<file path="src/rtl/ecc_scrub.sv">
// Background SECDED scrubber: walks the whole address range, checks every
// 64+8 word, writes corrected words back and logs uncorrectable ones.
// Code layout: extended Hamming code over positions 1..71. Check bit k sits
// at position 2^k, data bits fill the other positions in ascending order, and
// ecc[7] is the overall parity over the data and ecc[6:0].

package ecc_scrub_pkg;
    // Next codeword position after pos that carries a data bit.
    // Starting from 2, this gives 3, 5, 6, 7, 9, ...
    function automatic logic [6:0] next_data_pos(input logic [6:0] pos);
        logic [6:0] p;
        p = pos + 7'd1;
        if ((p & (p - 7'd1)) == 7'd0) p = p + 7'd1;
        return p;
    endfunction

    // XOR of the positions of all set data bits; this equals the Hamming check bits.
    function automatic logic [6:0] ham_par(input logic [63:0] d);
        logic [6:0] pos;
        logic [6:0] par;
        pos = 7'd2;
        par = '0;
        for (int j = 0; j < 64; j++) begin
            pos = next_data_pos(pos);
            if (d[j]) par = par ^ pos;
        end
        return par;
    endfunction
endpackage

// Encoder: one registered stage, loads on in_vld.
module ecc_enc
    import ecc_scrub_pkg::*;
(
    input  logic        clk,
    input  logic        rstn,
    input  logic        in_vld,
    input  logic [63:0] data_in,
    output logic [63:0] data_out,
    output logic [7:0]  ecc_out
);
    logic [6:0] par;
    assign par = ham_par(data_in);

    // Register the data together with its freshly computed check bits.
    always_ff @(posedge clk or negedge rstn) begin
        if (!rstn) begin
            data_out <= '0;
            ecc_out  <= '0;
        end else if (in_vld) begin
            data_out <= data_in;
            ecc_out  <= {^data_in ^ ^par, par};
        end
    end
endmodule

// Decoder: one registered stage. err_sts_out: 00 clean, 01 corrected,
// 10 double error, 11 syndrome outside the codeword.
module ecc_dec
    import ecc_scrub_pkg::*;
(
    input  logic        clk,
    input  logic        rstn,
    input  logic        in_vld,
    input  logic [63:0] data_in,
    input  logic [7:0]  ecc_in,
    output logic [63:0] data_out,
    output logic [1:0]  err_sts_out
);
    logic [6:0]  syn;
    logic        ovr;
    logic        hit;
    logic [6:0]  pos;
    logic [63:0] fixed;
    logic [1:0]  sts;

    // Syndrome, overall parity and single-bit correction.
    always_comb begin
        syn   = ham_par(data_in) ^ ecc_in[6:0];
        ovr   = ^{data_in, ecc_in};
        fixed = data_in;
        hit   = 1'b0;
        pos   = 7'd2;
        sts   = 2'b00;
        for (int j = 0; j < 64; j++) begin
            pos = next_data_pos(pos);
            if (ovr && pos == syn) begin
                fixed[j] = ~data_in[j];
                hit      = 1'b1;
            end
        end
        if (ovr) begin
            // syn of zero or a power of two means a check bit flipped: data is already good.
            if (!hit && (syn & (syn - 7'd1)) != 7'd0) sts = 2'b11;
            else                                       sts = 2'b01;
        end else if (syn != 7'd0) begin
            sts = 2'b10;
        end
    end

    // Register the corrected word and its status.
    always_ff @(posedge clk or negedge rstn) begin
        if (!rstn) begin
            data_out    <= '0;
            err_sts_out <= '0;
        end else if (in_vld) begin
            data_out    <= fixed;
            err_sts_out <= sts;
        end
    end
endmodule

module ecc_scrub #(
    parameter int ADDR_WIDTH = 10,
    parameter int DATA_WIDTH = 64,
    parameter int ECC_WIDTH  = 8,
    parameter int GAP_WIDTH  = 16
) (
    input  logic                  clk,
    input  logic                  rstn,
    input  logic                  start,
    input  logic                  abort,
    input  logic [GAP_WIDTH-1:0]  gap,
    input  logic                  clr_cnt,
    output logic                  busy,
    output logic                  done,
    output logic                  mem_req,
    output logic                  mem_we,
    output logic [ADDR_WIDTH-1:0] mem_addr,
    output logic [DATA_WIDTH-1:0] mem_wdata,
    output logic [ECC_WIDTH-1:0]  mem_wecc,
    input  logic                  mem_gnt,
    input  logic                  mem_rvalid,
    input  logic [DATA_WIDTH-1:0] mem_rdata,
    input  logic [ECC_WIDTH-1:0]  mem_recc,
    output logic [15:0]           corr_cnt,
    output logic [15:0]           uncorr_cnt,
    output logic                  err_vld,
    output logic [ADDR_WIDTH-1:0] err_addr,
    output logic                  err_irq
);
    typedef enum logic [2:0] {IDLE, GAP, RD, RWAIT, DEC, ENC, WR, NEXT} state_t;

    state_t                state_reg, state_next;
    logic [ADDR_WIDTH-1:0] addr_reg;
    logic [GAP_WIDTH-1:0]  gap_load_reg;
    logic [GAP_WIDTH-1:0]  gap_cnt_reg;
    logic                  abort_pend_reg;
    logic                  done_reg;
    logic [15:0]           corr_reg;
    logic [15:0]           uncorr_reg;
    logic                  err_vld_reg;
    logic [ADDR_WIDTH-1:0] err_addr_reg;
    logic                  err_irq_reg;

    logic [63:0] dec_data;
    logic [1:0]  dec_sts;
    logic        dec_in_vld;
    logic        enc_in_vld;
    logic        take_corr;
    logic        take_uncorr;

    assign dec_in_vld  = (state_reg == RWAIT) && mem_rvalid;
    assign take_corr   = (state_reg == DEC) && (dec_sts == 2'b01);
    assign take_uncorr = (state_reg == DEC) && dec_sts[1];
    assign enc_in_vld  = take_corr;

    ecc_dec u_dec (
        .clk         (clk),
        .rstn        (rstn),
        .in_vld      (dec_in_vld),
        .data_in     (mem_rdata),
        .ecc_in      (mem_recc),
        .data_out    (dec_data),
        .err_sts_out (dec_sts)
    );

    ecc_enc u_enc (
        .clk      (clk),
        .rstn     (rstn),
        .in_vld   (enc_in_vld),
        .data_in  (dec_data),
        .data_out (mem_wdata),
        .ecc_out  (mem_wecc)
    );

    // FSM state register.
    always_ff @(posedge clk or negedge rstn) begin
        if (!rstn) state_reg <= IDLE;
        else       state_reg <= state_next;
    end

    // Next-state and memory request decode.
    always_comb begin
        state_next = state_reg;
        mem_req    = 1'b0;
        mem_we     = 1'b0;
        case (state_reg)
            IDLE:  if (start) state_next = GAP;
            GAP: begin
                if (abort_pend_reg)            state_next = IDLE;
                else if (gap_cnt_reg == '0)    state_next = RD;
            end
            RD: begin
                mem_req = 1'b1;
                if (mem_gnt) state_next = RWAIT;
            end
            RWAIT: if (mem_rvalid) state_next = DEC;
            DEC:   state_next = take_corr ? ENC : NEXT;
            ENC:   state_next = WR;
            WR: begin
                mem_req = 1'b1;
                mem_we  = 1'b1;
                if (mem_gnt) state_next = NEXT;
            end
            NEXT: begin
                if ((&addr_reg) || abort_pend_reg) state_next = IDLE;
                else                               state_next = GAP;
            end
            default: state_next = IDLE;
        endcase
    end

    // Address walk, gap counter, abort latch and done pulse.
    always_ff @(posedge clk or negedge rstn) begin
        if (!rstn) begin
            addr_reg       <= '0;
            gap_load_reg   <= '0;
            gap_cnt_reg    <= '0;
            abort_pend_reg <= 1'b0;
            done_reg       <= 1'b0;
        end else begin
            done_reg <= (state_reg != IDLE) && (state_next == IDLE);
            if (state_reg == IDLE && start) begin
                addr_reg     <= '0;
                gap_load_reg <= gap;
                gap_cnt_reg  <= gap;
            end else if (state_reg == GAP && gap_cnt_reg != '0) begin
                gap_cnt_reg <= gap_cnt_reg - GAP_WIDTH'(1);
            end else if (state_reg == NEXT && state_next == GAP) begin
                addr_reg    <= addr_reg + ADDR_WIDTH'(1);
                gap_cnt_reg <= gap_load_reg;
            end
            if (state_reg == IDLE) abort_pend_reg <= 1'b0;
            else if (abort)        abort_pend_reg <= 1'b1;
        end
    end

    // Error statistics; clr_cnt overrides a same-cycle update.
    always_ff @(posedge clk or negedge rstn) begin
        if (!rstn) begin
            corr_reg     <= '0;
            uncorr_reg   <= '0;
            err_vld_reg  <= 1'b0;
            err_addr_reg <= '0;
            err_irq_reg  <= 1'b0;
        end else begin
            err_irq_reg <= take_uncorr;
            if (take_uncorr) err_addr_reg <= addr_reg;
            if (clr_cnt) begin
                corr_reg    <= '0;
                uncorr_reg  <= '0;
                err_vld_reg <= 1'b0;
            end else begin
                if (take_corr && corr_reg != 16'hFFFF)     corr_reg   <= corr_reg + 16'd1;
                if (take_uncorr && uncorr_reg != 16'hFFFF) uncorr_reg <= uncorr_reg + 16'd1;
                if (take_uncorr)                           err_vld_reg <= 1'b1;
            end
        end
    end

    assign busy       = (state_reg != IDLE);
    assign done       = done_reg;
    assign mem_addr   = addr_reg;
    assign corr_cnt   = corr_reg;
    assign uncorr_cnt = uncorr_reg;
    assign err_vld    = err_vld_reg;
    assign err_addr   = err_addr_reg;
    assign err_irq    = err_irq_reg;
endmodule
</file>
<file path="config.mk">
export PLATFORM = sky130hd
export DESIGN_NAME = ecc_scrub
export DESIGN_NICKNAME = d
export VERILOG_FILES = /design/src/rtl/ecc_scrub.sv
export SDC_FILE = /design/constraint.sdc
export NUM_CORES = 1
export LEC_CHECK = 0
export CAP_MARGIN = 0
export CORE_MARGIN = 4
export CORE_UTILIZATION = 40
export CTS_BUF_LIST = sky130_fd_sc_hd__clkbuf_8
export CTS_CLUSTER_DIAMETER = 40
export DETAILED_ROUTE_END_ITERATION = 10
export GPL_ROUTABILITY_DRIVEN = 0
export GPL_TIMING_DRIVEN = 0
export PLACE_DENSITY_LB_ADDON = 0.1
export REMOVE_ABC_BUFFERS = 1
export SLEW_MARGIN = 20
export SYNTH_ARGS = -nofsm -noshare
export SYNTH_HDL_FRONTEND = slang
export SYNTH_HIERARCHICAL = 1
export SYNTH_SLANG_ARGS = --single-unit
</file>
<file path="constraint.sdc">
create_clock -name clk -period 4.35 [get_ports clk]
set_input_delay 0.87 -clock clk [delete_from_list [all_inputs] [get_ports clk]]
set_output_delay 0.87 -clock clk [all_outputs]
set_load 0.1 [all_outputs]
</file>
==> impl_results.md <==
* Fillers at 3068
* Top-count cell post-synth: dfrtp_1
* Via count at 10420
* Syn Area/Cell at 10.42 sq um
* Initial Util at 40.75%
* Rel. slew slack at 24.05%
* Max-cap viol count at 0
* Outcome: complete, no violations
* Core area at 0.03362 sq mm
* CP top delay family: XOR/XNOR gates
* Met2 usage at 34.23%
* GRT Max-Usage Layer: met2
* Remaining Overflow, GRT at 0
* Crit path buf inv count at 1
* IO Port Bufs at 224
* Worst Skew at 22.05 ps
* H-tree levels at 2
* Synth-to-layout area growth at 29.18%
* Clk sink count at 229
* Critical Path Sink Type: flop
* First-pass GRT wire length at 60980 um
* Unrepaired setup endpoints after global routing: yes
* Post-synthesis sequential area ratio at 41.83%
* Routed len/inst at 19.37 um
* Die X at 193.1 um
* CTS Hold Buffers Added at 0
* DRT antenna net count at 0
* CP dominant cell by count: xnor3_1
* Initial DRC Count at 566
* Final worst-path cycle share at 98.54%
* Dominant cell type by area after synthesis: dfrtp_1
* Synth top area share at 41.83%
* Row count at 67
* Worst path arrival time at 4730 ps
* DRC at 0
* CTS tree: done
* Post-layout nets at 1657
* Die height at 193.1 um
* Final setup violation count at 0
* Top Registers: u_dec/data_out (64), u_enc/data_out (64)
* Post-synth EDFFs at 0
* Io pins at 225
* Flops & latches, synth at 229
* Clk buf depth at 3
* Share of cells above drive strength 1 at 14.58%
* Clock latency on the worst-skew pair at 600 ps
* DR vias/cell at 5.093
* Drt total wl at 39630 um
* Multi-input logic area at 0.007759 sq mm
* Largest net degree at the start of global routing at 94
* Antenna diode count at 0
* Slowest-stage cell, CP: nor2b_2
* Fin. max-slew vios at 0
* Total track usage at 21.21%
* CP cell instances: clkdlybuf4s50_1 -> xnor2_2 -> xnor3_1 -> xnor2_2 -> xnor3_1 -> xnor3_1 -> nand3_1 -> nor2b_2 -> nand2_1 -> xor2_1 -> a21oi_1
* Fmax at 0.2333 GHz
* Reg area at 0.005731 sq mm
* Worst-Margin Slew at 1135 ps
* Final Util at 52.64%
* DIE AREA at 0.03727 sq mm
* Crit Path Category: in2reg
* Async set or reset register ratio after synthesis at 100.0%
* CP peak stage delay at 710 ps
* Clk slew on worst S/H paths at 60 ps
* Post-Syn Area at 0.01370 sq mm
* Top FF cell, synth: dfrtp_1
* Final count of hold timing violations at 0
* TritonRoute pass-1 iters at 5
* Crit start category: input port
* Peak fanout along the critical path at 16
* CP Data Required Time at 4800 ps
* Final min period at 4287 ps
* CTS root buf: clkbuf_8
* Met1 Use GR at 28.62%
* Top post-synthesis cells by area: dfrtp_1 42%, xnor2_1 13%, mux2_2 7.2%
* TritonCTS Buffers at 48
* Hold_ws at 170.6 ps
* Post-Synthesis Cells at 1315
* GR Layer Usage met3 at 3.943%
* YS warnings at 6
* Initial antenna violation count at 0
* DPL Wire Length at 30050 um
* Number of global-route vias before repair at 10450
* Commonest cells post-synth: 229 x dfrtp_1, 198 x xnor2_1, 147 x nor2_1, 130 x nand2_1, 104 x xor2_1
* Library cells used by synthesis at 79
* Hold WC Path Type: in2async
[final timing paths]
| path | start | to | slack, ps | cells past startpoint |
|---|---|---|---|---|
| worst max-delay path | mem_rdata[14] | u_dec/data_out[39]$_DFFE_PN0P_ | 60 | 11 |
| min in group clk | gap_load_reg[2]$_DFFE_PN0P_ | gap_load_reg[2]$_DFFE_PN0P_ | 480 | 2 |
| worst max register to register | u_dec/data_out[61]$_DFFE_PN0P_ | u_enc/ecc_out[7]$_DFFE_PN0P_ | 1320 | 7 |
| max in group asynchronous | rstn | u_enc/data_out[62]$_DFFE_PN0P_ | 3310 | 2 |
| worst min-delay path | rstn | gap_load_reg[1]$_DFFE_PN0P_ | 170 | 1 |
| worst min register to register | gap_load_reg[2]$_DFFE_PN0P_ | gap_load_reg[2]$_DFFE_PN0P_ | 480 | 2 |
[stage by stage]
step / cell area, sq um / worst slack (ps) / setup TNS [ps] / cells
global placement: 16280 / -9701 / -2437790 / 1934
floorplan: 13470 / -4600 / -268040 / 1262
global route: 17700 / -15.88 / -21.64 / 2046
detailed placement: 16510 / -1041 / -42930 / 1953
finish: 17700 / 63.30 / 0 / 2046
CTS: 17640 / -25.79 / -25.79 / 2043
[placed cells by master, fill, tap and decap left out, types with 12 or more instances in the layout]
cell and n:
clkbuf_8 65, xnor3_1 32, nor3_1 25, a211oi_1 12, clkdlybuf4s50_1 222, inv_1 29
nand2_1 130, a21oi_1 84, mux2_2 88, nand3_1 19, xor2_1 103, nor4_1 12
nor2_1 144, buf_4 16, xnor2_1 197, dfrtp_1 229, o21ai_0 18
[repair_timing]
| action | in CTS | in global routing |
|---|---|---|
| setup buffers | 0 | 3 |
| gates resized for setup | 3 | 4 |
| setup endpoints to repair | 35 | 37 |
| pin swaps | 0 | 1 |
[per-layer routing]
metal	vias to the layer above	routed length, um
met3	79	2553
met4	0	1390
met1	4995	17470
met5	-	0
li1	4978	-
met2	368	18210
[cell type report]
class                           count  area share, %
Timing Repair Buffer              246          13.94
Clock buffer                       65          5.056
Multi-Input combinational cell   1015          43.85
Inverter                           18         0.3818
Sequential cell                   229          32.38
Clock inverter                     25          1.230
Tap cell                          448          3.168
[cells by family after synthesis]
| group | Yosys count | share of synthesized area, % |
|---|---|---|
| XOR/XNOR | 348 | 26.42 |
| AND/OR/NAND/NOR | 392 | 13.03 |
| flip-flops | 229 | 41.83 |
| adder cells (fa/ha/maj) | 4 | 0.3654 |
| AO/OA/AOI/OAI | 170 | 7.993 |
| buffers and inverters | 71 | 2.137 |
| multiplexers | 101 | 8.230 |
[worst register-to-register path: stages, from the launching register on]
cell,delay (ps)
dfrtp_1,430
xnor2_1,510
xnor3_1,430
xnor2_1,160
xnor2_1,350
xnor3_1,400
xnor3_1,380
mux2_4,270
Power is left out: the tool's default activity adds up to more than one toggle a clock period on the data nets, which glitch-free logic cannot reach.
